<file path="src/rtl/word_serializer.sv">
// 32-bit word serializer that steers an external 32-to-1 mux (input_lines/selector_bits -> output_line).
// Optional trailing even-parity beat enabled by defining SERIAL_PARITY_EN.
module word_serializer #(
  parameter bit MSB_FIRST = 1'b0
) (
  input  logic        clk,
  input  logic        reset,
  input  logic [31:0] word_in,
  input  logic        word_valid,
  output logic        word_ready,
  output logic [31:0] input_lines,
  output logic [4:0]  selector_bits,
  input  logic        output_line,
  output logic        bit_out,
  output logic        bit_valid,
  input  logic        bit_ready,
  output logic        bit_last,
  output logic        busy
);

`ifdef SERIAL_PARITY_EN
  localparam bit HAS_PARITY = 1'b1;
`else
  localparam bit HAS_PARITY = 1'b0;
`endif

  localparam logic [4:0] SEL_START     = MSB_FIRST ? 5'd31 : 5'd0;
  localparam logic [5:0] LAST_DATA_IDX = 6'd31;
  localparam logic [5:0] PRE_LAST_IDX  = 6'd30;

  typedef enum logic [1:0] {
    IDLE   = 2'b00,
`ifdef SERIAL_PARITY_EN
    PARITY = 2'b10,
`endif
    SHIFT  = 2'b01
  } state_t;

  state_t      state_r;
  logic [31:0] input_lines_r;
  logic [4:0]  selector_r;
  logic [5:0]  beat_cnt_r;
  logic        bit_valid_r;
  logic        bit_last_r;
  logic        busy_r;
  logic        beat_xfer_s;
  logic [4:0]  sel_next_s;

`ifdef SERIAL_PARITY_EN
  logic        parity_r;

  function automatic logic even_parity(input logic [31:0] w);
    return ^w;
  endfunction
`endif

  assign beat_xfer_s = bit_valid_r & bit_ready;
  assign sel_next_s  = MSB_FIRST ? (selector_r - 5'd1) : (selector_r + 5'd1);

  // Ready is withheld while reset is asserted even though the state is already IDLE.
  assign word_ready    = (state_r == IDLE) & ~reset;
  assign input_lines   = input_lines_r;
  assign selector_bits = selector_r;
  assign bit_valid     = bit_valid_r;
  assign bit_last      = bit_last_r;
  assign busy          = busy_r;

`ifdef SERIAL_PARITY_EN
  assign bit_out = (state_r == PARITY) ? parity_r : output_line;
`else
  assign bit_out = output_line;
`endif

  // Serializer FSM: capture, beat stepping under backpressure, optional parity beat.
  always_ff @(posedge clk) begin
    if (reset) begin
      state_r       <= IDLE;
      input_lines_r <= 32'h0000_0000;
      selector_r    <= 5'd0;
      beat_cnt_r    <= 6'd0;
      bit_valid_r   <= 1'b0;
      bit_last_r    <= 1'b0;
      busy_r        <= 1'b0;
`ifdef SERIAL_PARITY_EN
      parity_r      <= 1'b0;
`endif
    end else begin
      case (state_r)
        IDLE: begin
          if (word_valid) begin
            state_r       <= SHIFT;
            input_lines_r <= word_in;
            selector_r    <= SEL_START;
            beat_cnt_r    <= 6'd0;
            bit_valid_r   <= 1'b1;
            bit_last_r    <= 1'b0;
            busy_r        <= 1'b1;
`ifdef SERIAL_PARITY_EN
            parity_r      <= even_parity(word_in);
`endif
          end else begin
            state_r <= IDLE;
          end
        end
        SHIFT: begin
          if (beat_xfer_s) begin
            beat_cnt_r <= beat_cnt_r + 6'd1;
            // Selector holds on the terminal beat so it never wraps within a word.
            if (beat_cnt_r == LAST_DATA_IDX) begin
`ifdef SERIAL_PARITY_EN
              state_r     <= PARITY;
              bit_last_r  <= 1'b1;
`else
              state_r     <= IDLE;
              bit_valid_r <= 1'b0;
              bit_last_r  <= 1'b0;
              busy_r      <= 1'b0;
`endif
            end else begin
              selector_r <= sel_next_s;
              bit_last_r <= ~HAS_PARITY & (beat_cnt_r == PRE_LAST_IDX);
            end
          end else begin
            state_r <= SHIFT;
          end
        end
`ifdef SERIAL_PARITY_EN
        PARITY: begin
          if (beat_xfer_s) begin
            state_r     <= IDLE;
            bit_valid_r <= 1'b0;
            bit_last_r  <= 1'b0;
            busy_r      <= 1'b0;
          end else begin
            state_r <= PARITY;
          end
        end
`endif
        default: begin
          state_r     <= IDLE;
          bit_valid_r <= 1'b0;
          bit_last_r  <= 1'b0;
          busy_r      <= 1'b0;
        end
      endcase
    end
  end

endmodule
</file>
<file path="config.mk">
export PLATFORM = sky130hd
export DESIGN_NAME = word_serializer
export DESIGN_NICKNAME = d
export VERILOG_FILES = /design/src/rtl/word_serializer.sv
export SDC_FILE = /design/constraint.sdc
export NUM_CORES = 1
export LEC_CHECK = 0
export CAP_MARGIN = 20
export CORE_AREA = 3 3 71 73
export DETAILED_ROUTE_END_ITERATION = 16
export DIE_AREA = 0 0 74 76
export PLACE_DENSITY_LB_ADDON = 0.05
export SYNTH_ARGS = -nofsm -noshare
export SYNTH_HDL_FRONTEND = slang
export SYNTH_SLANG_ARGS = --single-unit
export TNS_END_PERCENT = 30
</file>
<file path="constraint.sdc">
create_clock -name clk -period 1.45 [get_ports clk]
set_input_delay 0.2175 -clock clk [delete_from_list [all_inputs] [get_ports clk]]
set_output_delay 0.2175 -clock clk [all_outputs]
set_load 0.02 [all_outputs]
</file>
### Yosys cells after proc, flatten, opt, wreduce, memory -nomap -nowiden

Cells that the tools add are included.
Widths: inputs -> output; s select.

* flip-flop bits (word level): 47
* bits of input ports: 37
* logic and storage cells: 45

* add/subtract/negate cells: 2
* equality and inequality tests: 8
* muxes and demuxes: 19
* bitwise gates (word level): 3
* reductions and logical operators: 7

Operators by type and width (number)
* $mux 5: 3
* $eq 6x5->1 const B: 2
* $mux 6: 2
* $pmux 6 s2: 1
* $pmux 5 s2: 1
* $ne 2x2->1 const B: 4
* $mux 1: 7
* $add 6x1->6 const B: 1
* $reduce_and 3->1: 2
* $add 5x1->5 const B: 1
* $mux 2: 2
* $pmux 1 s2: 2
* $pmux 2 s2: 1
* $reduce_and 2->1: 2
* $reduce_and 4->1: 1
* $ne 3x3->1 const B: 1
* $and 1x1->1: 2
* $eq 2x1->1 const B: 1
* $logic_not 2->1: 1
* $reduce_bool 2->1: 1
* $not 1->1: 1

### Logic depth before layout (Yosys ltp)

Gate-level depths: netlist of the first run.

* depth in word-level cells: 4
* depth in mapped cells: 5
* gate-level depth less buffers: 5

### Worst setup path before layout of the first run

OpenSTA, ideal clock, no wires.

* kind: reg2reg
* start point: register selector_r[0], in the netlist selector_bits[0]
* end point: register selector_r[4], in the netlist selector_bits[4]
* setup time: 0.132 ns
* arrival time: 1.135 ns
* setup slack: 0.182 ns
* stages on the path, launching flop included: 6
* path buffers: 0
* clock period less this slack: 1.268 ns
* cell sequence: dfxtp_1 ha_1 nand3_1 and2_1 o21ai_0 a21oi_1

* word-level cells in the longest chain between the ends: 4

Ends and longest elaborated chain
* start, declared: RTL line 41 `logic [4:0] selector_r;`
* start signal, assigned: RTL line 120 `selector_r <= sel_next_s;`
* $add 5x1->5: RTL line 58 `assign sel_next_s = MSB_FIRST ? (selector_r - 5'd1) : (selector_r + 5'd1);`
* $mux 5: RTL line 109 `if (beat_cnt_r == LAST_DATA_IDX) begin`
* $mux 5: RTL line 106 `if (beat_xfer_s) begin`
* $pmux 5 s2: RTL line 88 `case (state_r)`

No other way between the ends. The select of a mux whose other input is x is not followed.
A chain may end at the register's enable or synchronous reset.

### Worst setup path after layout of the first run

* start point: register state_r[0]
* end point: output port word_ready

* word-level cells in the longest chain between the ends: 2

Ends and longest elaborated chain
* start, declared: RTL line 39 `state_t state_r;`
* start signal, assigned: RTL line 77 `state_r <= IDLE;`
* start signal, assigned: RTL line 91 `state_r <= SHIFT;`
* start signal, assigned: RTL line 102 `state_r <= IDLE;`
* $logic_not 2->1: RTL line 61 `assign word_ready = (state_r == IDLE) & ~reset;`
* $and 1x1->1: RTL line 61
* end, declared: RTL line 10 `output logic word_ready,`

No other way between the ends.

==> summary.txt, run 1 <==
Synth
  • Synth area leader: dfxtp_1
  • Cells after synthesis: 219
  • Leading register cell type out of synthesis: dfxtp_1
  • Synth Net Count: 259
  • Synthesized flop and latch total: 46
  • Post-synth top area share: 51.2%
  • Avg Cell Area, Syn: 8.21 µm²
  • Post-synth EDFFs: 0
  • Synth area leaders: dfxtp_1, nand2_1, a21oi_1
  • Post-synthesis sequential area ratio: 51.2%
  • Synth warn: 0
  • Synth Cell Area: 1800 µm²
  • Ys async rst share: 0%
  • Yosys cell types: 28

Layout
  • Share of layout cells above drive strength 1: around 8.7%
  • Antenna diodes: 0
  • Finished Cell Area: 2660 µm²
  • Final net count: 339
  • Area added between synthesis and finish: 48.0%
  • Commonest non-fill, non-tap cell in the layout: nand2_1
  • Final core occ: 60.3%
  • Most frequent cells in the layout: nand2_1, dfxtp_1, dlygate4sd2_1
  • Post-Layout Cell Count: 351

Timing
  • Fin worst setup slack: 0.0922 ns
  • Min Tclk post-route: 1.36 ns
  • Final Cycle Share: 93.6%
  • Worst-Margin Slew: between 0.5 and 0.6 ns
  • # setup viols final: 0
  • WHS: 0.435 ns
  • Final Hold Violating Endpoints: 0
  • Fmax: 737 MHz
  • Relative slew slack: 65.9%
  • Final-report max-slew violation count: 0
  • RSZ-0062 raised after global routing: false
  • Layout Skew: approximately 0.0074 ns

Job
  • Max cap viols: 0

Critical path
  • Slowest stage delay, CP: 0.44 ns
  • Worst path depth: 2
  • Element type at the critical path start: register
  • Critical Path Fanout Max: 7
  • Worst setup path class: reg -> out
  • Crit-path leading delay family: flip-flops
  • Reg-to-reg setup timing slack: about 0.15 ns
  • Worst path required time: 1.23 ns
  • Worst Reg-to-Reg Cells: 4
  • Arrival @ worst endpoint: 1.14 ns
  • Worst R2R Start: beat_cnt_r[1]
  • CP bufs+invs: 1
  • Worst-path cell with the longest stage delay: dfxtp_1
  • Cell Chain, Critical Path: nor2_1 -> dlygate4sd2_1
  • FF-to-FF End: beat_cnt_r[4]
  • Setup crit start: state_r[0]
  • Setup crit end: word_ready
  • CP Capture Type: output pin

Pwr
  • Pwr/cell area: 933 nW/µm²
  • Lkg Pwr: 1.18 nW
  • Peak supply drop: between 700 and 800 µV

Clocking
  • Clock-pin slew on the worst setup and hold paths: about 0.08 ns
  • Clk_lat worst skew: 0.29 ns
  • CTS Root Cell: clkbuf_8
  • CTS Buf Count: 5
  • Bufs on Longest Clock Path: 2
  • Hold_buf cts: 0
  • CTS sink count: 46
  • H-Tree Level Count: 2
  • Post-CTS Setup Bufs: 0
  • CTS tree: yes

Route
  • Vias per cell: 4.86
  • DRT iter0 DRCs: 67
  • Drt drc: 0
  • ANT nets after route: 0
  • Pre-antenna DRT Iters: 4
  • Vias: 1706
  • Post-Route WL: 4.43 mm
  • Wire length per cell: 12.6 µm

Die
  • Die height: 76 µm
  • Core Area: 4410 µm²
  • Initial core utilization: 40.7%
  • # rows: 24
  • Io pins: 79
  • Die Wd: 74 µm
  • Die ar.: 5620 µm²

Global routing
  • All-Layer GR Usage: ~16%
  • Grt ovf: 0
  • Initial antenna violation count: 0
  • Largest net degree at the start of global routing: 48
  • Global-route wire length before repair: 7.32 mm
  • Vias in the first global route: 1607

Placement
  • Pre-CTS WS: -0.103 ns
  • Area after DPL: 2640 µm²
  • Input/output buffers: 76
  • Final Wtd Congestion: 0.781
  • DP Wirelength: 3.15 mm
  • Dpl cells: 344

Outcome
  • Status: finished, final reports clean

Hold path
  • Worst min-delay path category: in -> out
==> synth_stat cells (3+ instances only) <==
library cell and instances:
buf_4 4, nor3_2 3, dfxtp_1 46, a21oi_1 38, nand3_1 10, ha_1 3
clkbuf_1 6, nand2_1 67, nor2_1 7, buf_2 6, xor2_1 4
==> where the power goes <==
group / total (W) / switching, W / internal [W]
registers: 0.00135 / 0.0000280 / 0.00132
logic: 0.000406 / 0.000214 / 0.000192
clock network: 0.000731 / 0.000398 / 0.000332
total: 0.00248 / 0.000640 / 0.00184
==> cells by family after synthesis <==
family                   after synthesis  share of synthesized area [%]
AND/OR/NAND/NOR                      101                           25.3
AO/OA/AOI/OAI                         48                           14.7
flip-flops                            46                           51.2
buffers and inverters                 17                           4.80
XOR/XNOR                               4                           1.95
adder cells (fa/ha/maj)                3                           2.09
==> worst min-delay path by stage <==
stage / depth (start not counted) / start / slack, ns / endpoint
floorplan: 2 / word_in[0] / 0.35 / input_lines[0]
global placement: 0 / output_line / 0.44 / bit_out
detailed placement: 0 / output_line / 0.44 / bit_out
CTS: 0 / output_line / 0.44 / bit_out
global route: 0 / output_line / 0.44 / bit_out
finish: 0 / output_line / 0.44 / bit_out
==> final cells by class <==
type                    count  area (µm²)
clock buffers               7        76.3
fillers                   445        1750
inverters                   1        3.75
multi-input cells         156         793
flip-flops and latches     46         921
well taps                  52        65.1
repair buffers             89         802
==> per-stage QoR <==
| stage | setup TNS (ns) | total power, W |
|---|---|---|
| after global routing | 0 | 0.00260 |
| after floorplan | 0 | 0.00158 |
| after global placement | -1.17 | 0.00183 |
| after CTS | 0 | 0.00252 |
| final | 0 | 0.00248 |
| after detailed placement | -1.85 | 0.00183 |
==> worst register-to-register path, cell delays in order, from the launching register on <==
cell,delay (ns)
dfxtp_1,0.41
ha_1,0.34
o2111ai_1,0.18
xor2_1,0.19
nor3_2,0.05
==> flip-flops by register name (all words and copies together), names as in the netlist <==
register	cells
bit_last	1
selector_bits	5
busy	1
state_r	1
input_lines	32
beat_cnt_r	6
==> metal layers <==
metal | vias to the layer above | part of all wire (%) | wire length (µm) | global-route usage (%)
li1 | 887 | - | - | -
met1 | 759 | 44 | 1970 | 19.5
met2 | 56 | 45 | 2000 | 25.9
met3 | 4 | 9.8 | 435 | 8.31
met4 | 0 | 0.50 | 22 | 3.80
met5 | - | 0 | 0 | 0
==> what timing repair did <==
item,CTS,global route
resized for setup,41,0
setup endpoints to repair,41,0
hold endpoints to repair,0,0
Power figures use the tool's default switching activity.
==> run 2: changes to the inputs <==
--- a/config.mk
+++ b/config.mk
@@ -6,9 +6,10 @@
 export NUM_CORES = 1
 export LEC_CHECK = 0
 export CAP_MARGIN = 20
-export CORE_AREA = 3 3 71 73
+export CORE_AREA = 3 3 69 71
+export CTS_BUF_LIST = sky130_fd_sc_hd__clkbuf_8
 export DETAILED_ROUTE_END_ITERATION = 16
-export DIE_AREA = 0 0 74 76
+export DIE_AREA = 0 0 72 74
 export PLACE_DENSITY_LB_ADDON = 0.05
 export SYNTH_ARGS = -nofsm -noshare
 export SYNTH_HDL_FRONTEND = slang
==> summary.txt, run 2 (synthesis results as in run 1) <==
Outcome
  • Status: finished, final reports clean

Timing
  • Worst-Margin Slew: around 0.50 ns
  • Layout Skew: about 0.0033 ns
  • WHS: 0.435 ns
  • Final-report max-slew violation count: 0
  • # setup viols final: 0
  • Final Cycle Share: between 90% and 100%
  • Fin worst setup slack: between 0.08 and 0.09 ns
  • Setup_tns: 0 ns
  • Final Hold Violating Endpoints: 0
  • Fmax: 731 MHz
  • RSZ-0062 raised after global routing: false
  • Relative slew slack: 66.6%
  • Min Tclk post-route: ~1.4 ns

Critical path
  • Element type at the critical path start: register
  • Worst setup path class: reg -> out
  • Critical Path Fanout Max: 7
  • CP Capture Type: output pin
  • Worst path required time: 1.23 ns
  • Arrival @ worst endpoint: 1.15 ns

Clocking
  • Clk_lat worst skew: 0.29 ns
  • H-Tree Level Count: 2
  • Post-CTS Setup Bufs: 0
  • CTS sink count: 46
  • CTS tree: yes
  • CTS Buf Count: 5
  • Clock-pin slew on the worst setup and hold paths: 0.08 ns
  • CTS Root Cell: clkbuf_8
  • Bufs on Longest Clock Path: 2

Pwr
  • P_int: 0.00189 W
  • Pwr/cell area: 947 nW/µm²
  • Tot Pwr: roughly 0.0025 W
  • Clock share of power: 30.7%
  • Lkg Pwr: 1.20 nW
  • Sequential Power Share: 53.2%
  • P_sw: ~0.00064 W
  • Peak supply drop: approximately 570 µV
  • Comb power frac: 16.1%
  • Switching fraction of total power: about a quarter

Placement
  • Pre-CTS WS: -0.0642 ns
  • Input/output buffers: 76
  • Final Wtd Congestion: 0.785
  • DP Wirelength: 2.84 mm

Route
  • Drt drc: 0
  • Post-Route WL: between 4 and 5 mm
  • Pre-antenna DRT Iters: 4
  • DRT iter0 DRCs: between 90 and 100
  • Wire length per cell: 12.0 µm
  • ANT nets after route: 0
  • Vias per cell: just under 5
  • Vias: 1688

Layout
  • Final net count: 334
  • Commonest non-fill, non-tap cell in the layout: nand2_1
  • Largest register FFs: 32
  • Antenna diodes: 0
  • Share of layout cells above drive strength 1: 7.80%
  • Area added between synthesis and finish: 48.6%
  • Fillers: approximately 400
  • Final core occ: 62.2%
  • Most frequent cells in the layout: nand2_1, dfxtp_1, dlygate4sd2_1

Die
  • Die Wd: 72 µm
  • Core Area: 4290 µm²
  • Io pins: 79
  • # rows: 24
  • Die height: 74 µm
  • Initial core utilization: 41.9%
  • Die ar.: between 5000 and 6000 µm²

Global routing
  • All-Layer GR Usage: between 15 and 20%
  • Largest net degree at the start of global routing: 48
  • Global-route wire length before repair: between 6 and 7 mm
  • Grt ovf: 0
  • Vias in the first global route: 1517
  • Initial antenna violation count: 0

Hold path
  • Worst min-delay path category: in -> out

Job
  • Max cap viols: 0
run 2: cell types whose count changed in the layout (fill, tap and decap cells not counted):
cell | previous run | this run
dlygate4sd2_1 | 41 | 39
clkbuf_8 | 5 | 6
buf_12 | 0 | 2
inv_1 | 1 | 2
clkbuf_1 | 2 | 0
dlymetal6s2s_1 | 0 | 2
buf_4 | 13 | 6
clkinv_2 | 0 | 1
run 2: area by class of cell:
type	instances	area (µm²)	area share (%)
repair buffers	84	797	29.8
inverters	1	3.75	0.141
multi-input cells	156	793	29.7
well taps	52	65.1	2.44
clock buffers	6	82.6	3.09
clock inverters	2	8.76	0.328
flip-flops and latches	46	921	34.5
run 2: per-layer routing:
layer | global-route usage, % | vias up | part of all wire [%]
li1 | - | 879 | -
met1 | 19.0 | 751 | 45
met2 | 26.0 | 56 | 46
met3 | 7.16 | 2 | 8.5
met4 | 4.38 | 0 | 0.36
met5 | 0 | - | 0
run 2: critical path, cell delays in order, from the launching register on:
cell	delay, ns
dfxtp_1	0.46
nor2_1	0.08
dlygate4sd2_1	0.33
run 2: timing repair:
item	CTS	global route
resized for setup	39	2
endpoints found under the setup margin	39	2
pin swaps	0	0
hold buffers	0	0
run 2: worst paths after layout:
path,slack (ns),startpoint,endpoint,depth (start not counted)
setup / recovery,0.08,state_r[0],word_ready,2
hold / removal,0.44,output_line,bit_out,0
setup reg to reg,0.15,state_r[0],beat_cnt_r[4],4
hold reg to reg,0.45,input_lines[13],input_lines[13],2
run 2: power by group through the flow:
stage	Sequential, W	Combinational (W)	Clock, W
2_1_floorplan	0.00144	0.000142	0
3_3_place_gp	0.00138	0.000451	0
3_5_place_dp	0.00138	0.000450	0
4_1_cts	0.00135	0.000415	0.000813
5_1_grt	0.00136	0.000445	0.000866
6_report	0.00135	0.000407	0.000777
run 2: metrics by stage:
stage	cell area [µm²]	std cells
CTS	2670	347
floorplan	1800	219
global placement	2620	339
detailed placement	2620	339
finish	2670	347
global route	2670	347
==> run 3: changes to the inputs <==
==> constraint.sdc (replaced) <==
create_clock -name clk -period 1.5 [get_ports clk]
set_input_delay 0.225 -clock clk [delete_from_list [all_inputs] [get_ports clk]]
set_output_delay 0.225 -clock clk [all_outputs]
set_load 0.02 [all_outputs]
==> summary.txt, run 3 (synthesis results as in run 1) <==
Pwr
  • Lkg Pwr: 1.34 nW
  • Peak supply drop: 521 µV
  • P_sw: 0.000619 W
  • Clock share of power: a little under a third
  • Pwr/cell area: 902 nW/µm²
  • Tot Pwr: 0.00247 W
  • Sequential Power Share: 52.7%
  • P_int: 0.00185 W
  • Comb power frac: between 10% and 20%
  • Switching fraction of total power: 25.0%

Critical path
  • Worst-path cell with the longest stage delay: clkdlybuf4s50_1
  • Slowest stage delay, CP: 0.61 ns
  • Worst path required time: 1.27 ns
  • Critical Path Fanout Max: 2
  • CP bufs+invs: 1
  • Element type at the critical path start: register
  • Arrival @ worst endpoint: about 1.2 ns
  • Worst Reg-to-Reg Cells: 4
  • Worst R2R Start: beat_cnt_r[1]
  • Worst setup path class: reg -> out
  • Crit-path leading delay family: buffers and inverters
  • Reg-to-reg setup timing slack: around 0.24 ns
  • CP Capture Type: output pin
  • Cell Chain, Critical Path: clkdlybuf4s50_1
  • FF-to-FF End: selector_bits[2]

Job
  • Max cap viols: 0

Layout
  • Seq. cell area: roughly 920 µm²
  • Commonest non-fill, non-tap cell in the layout: nand2_1
  • Area added between synthesis and finish: 52.4%
  • Fillers: 403
  • Share of layout cells above drive strength 1: about 7.5%
  • Footprint of the multi-input gates: 793 µm²
  • Final net count: 333
  • Largest register FFs: 32
  • Antenna diodes: 0
  • Final core occ: 63.8%
  • Most frequent cells in the layout: nand2_1, clkdlybuf4s50_1, dfxtp_1

Route
  • Vias per cell: 4.82
  • Pre-antenna DRT Iters: 5
  • Drt drc: 0
  • Post-Route WL: 4.25 mm
  • Vias: about 1700
  • DRT iter0 DRCs: 39
  • ANT nets after route: 0
  • Wire length per cell: 12.3 µm

Hold path
  • Worst min-delay path category: in -> out
  • Min-Delay Startpoint: output_line
  • Hold Path Sink: bit_out
  • Hold Path Stages: 0

Die
  • Die height: 74 µm
  • Die Wd: 72 µm
  • Initial core utilization: 41.9%
  • # rows: 24
  • Io pins: 79
  • Die ar.: 5330 µm²
  • Core Area: about 4300 µm²

Clocking
  • Clk_lat worst skew: 0.29 ns
  • CTS tree: yes
  • CTS Root Cell: clkbuf_8
  • CTS Buf Count: 5
  • Hold_buf cts: 0
  • H-Tree Level Count: 2
  • Clock-pin slew on the worst setup and hold paths: 0.08 ns
  • CTS sink count: 46
  • Post-CTS Setup Bufs: 0
  • Bufs on Longest Clock Path: 2

Placement
  • DP Wirelength: 2.95 mm
  • Final Wtd Congestion: about 0.77
  • Input/output buffers: 76

Global routing
  • Routing usage on met1: 19.0%
  • All-Layer GR Usage: 16.7%
  • Layer with the highest usage: met2
  • Met2 usage: 28.5%
  • Initial antenna violation count: 0
  • Largest net degree at the start of global routing: 48
  • Vias in the first global route: 1587
  • Grt ovf: 0
  • Met3 Use GR: 7.30%
  • Global-route wire length before repair: between 7 and 8 mm

Timing
  • Min Tclk post-route: 1.45 ns
  • # setup viols final: 0
  • Fmax: 688 MHz
  • Layout Skew: 0.00140 ns
  • RSZ-0062 raised after global routing: false
  • Setup_tns: 0 ns
  • Final-report max-slew violation count: 0
  • Worst-Margin Slew: 0.497 ns
  • Final Cycle Share: 96.9%
  • Final Hold Violating Endpoints: 0
  • Relative slew slack: about two thirds

Outcome
  • Status: finished, final reports clean
[run 3: cell types whose count changed in the layout (fill, tap and decap cells not counted), sizes merged]
cell	previous run	this run
buf	9	8
clkdlybuf4s50	34	47
dlygate4sd2	39	10
dlymetal6s2s	2	18
[run 3: layout make-up]
cell class,count,share of cell area (%)
sequential,46,33.6
timing repair buffer,83,31.6
multi-input combinational,156,28.9
clock buffer,6,3.01
tap,52,2.37
clock inverter,2,0.320
inverter,1,0.137
[run 3: stage by stage]
step           setup WS, ns  area, µm²  hold slack (ns)  std cells
6_report             0.0463       2740            0.450        346
5_1_grt            0.000892       2740            0.450        346
4_1_cts             0.00662       2700            0.450        346
3_5_place_dp        0.00138       2620            0.446        338
3_3_place_gp        0.00349       2620            0.441        338
2_1_floorplan         0.232       1800            0.361        219
[run 3: metal layers]
layer	up-vias	routed length, µm	share of wire [%]
met1	730	1860	44
met5	-	0	0
li1	878	-	-
met3	5	367	8.6
met4	0	51	1.2
met2	56	1970	46
[run 3: what timing repair did]
item	in CTS	in global routing
gates resized for setup	10	18
pin swaps	0	0
setup endpoints to repair	10	18
[run 3: how the worst max path moves through the flow]
| stage | from | endpoint | slack, ns | cells after the start |
|---|---|---|---|---|
| final | input_lines[7] | input_lines[7] | 0.05 | 1 |
| after global routing | input_lines[31] | input_lines[31] | 0.0009 | 1 |
| after CTS | bit_last | bit_last | 0.007 | 1 |
| after detailed placement | word_valid | beat_cnt_r[4] | 0.001 | 5 |
| after global placement | bit_ready | beat_cnt_r[5] | 0.003 | 5 |
| after floorplan | selector_bits[0] | selector_bits[4] | 0.23 | 5 |
[run 3: power by group through the flow]
stage / Sequential (W) / Clock, W / Combinational [W]
final: 0.00130 / 0.000749 / 0.000419
after floorplan: 0.00139 / 0 / 0.000137
after CTS: 0.00130 / 0.000790 / 0.000431
after global placement: 0.00133 / 0 / 0.000437
after detailed placement: 0.00133 / 0 / 0.000437
after global routing: 0.00131 / 0.000830 / 0.000455
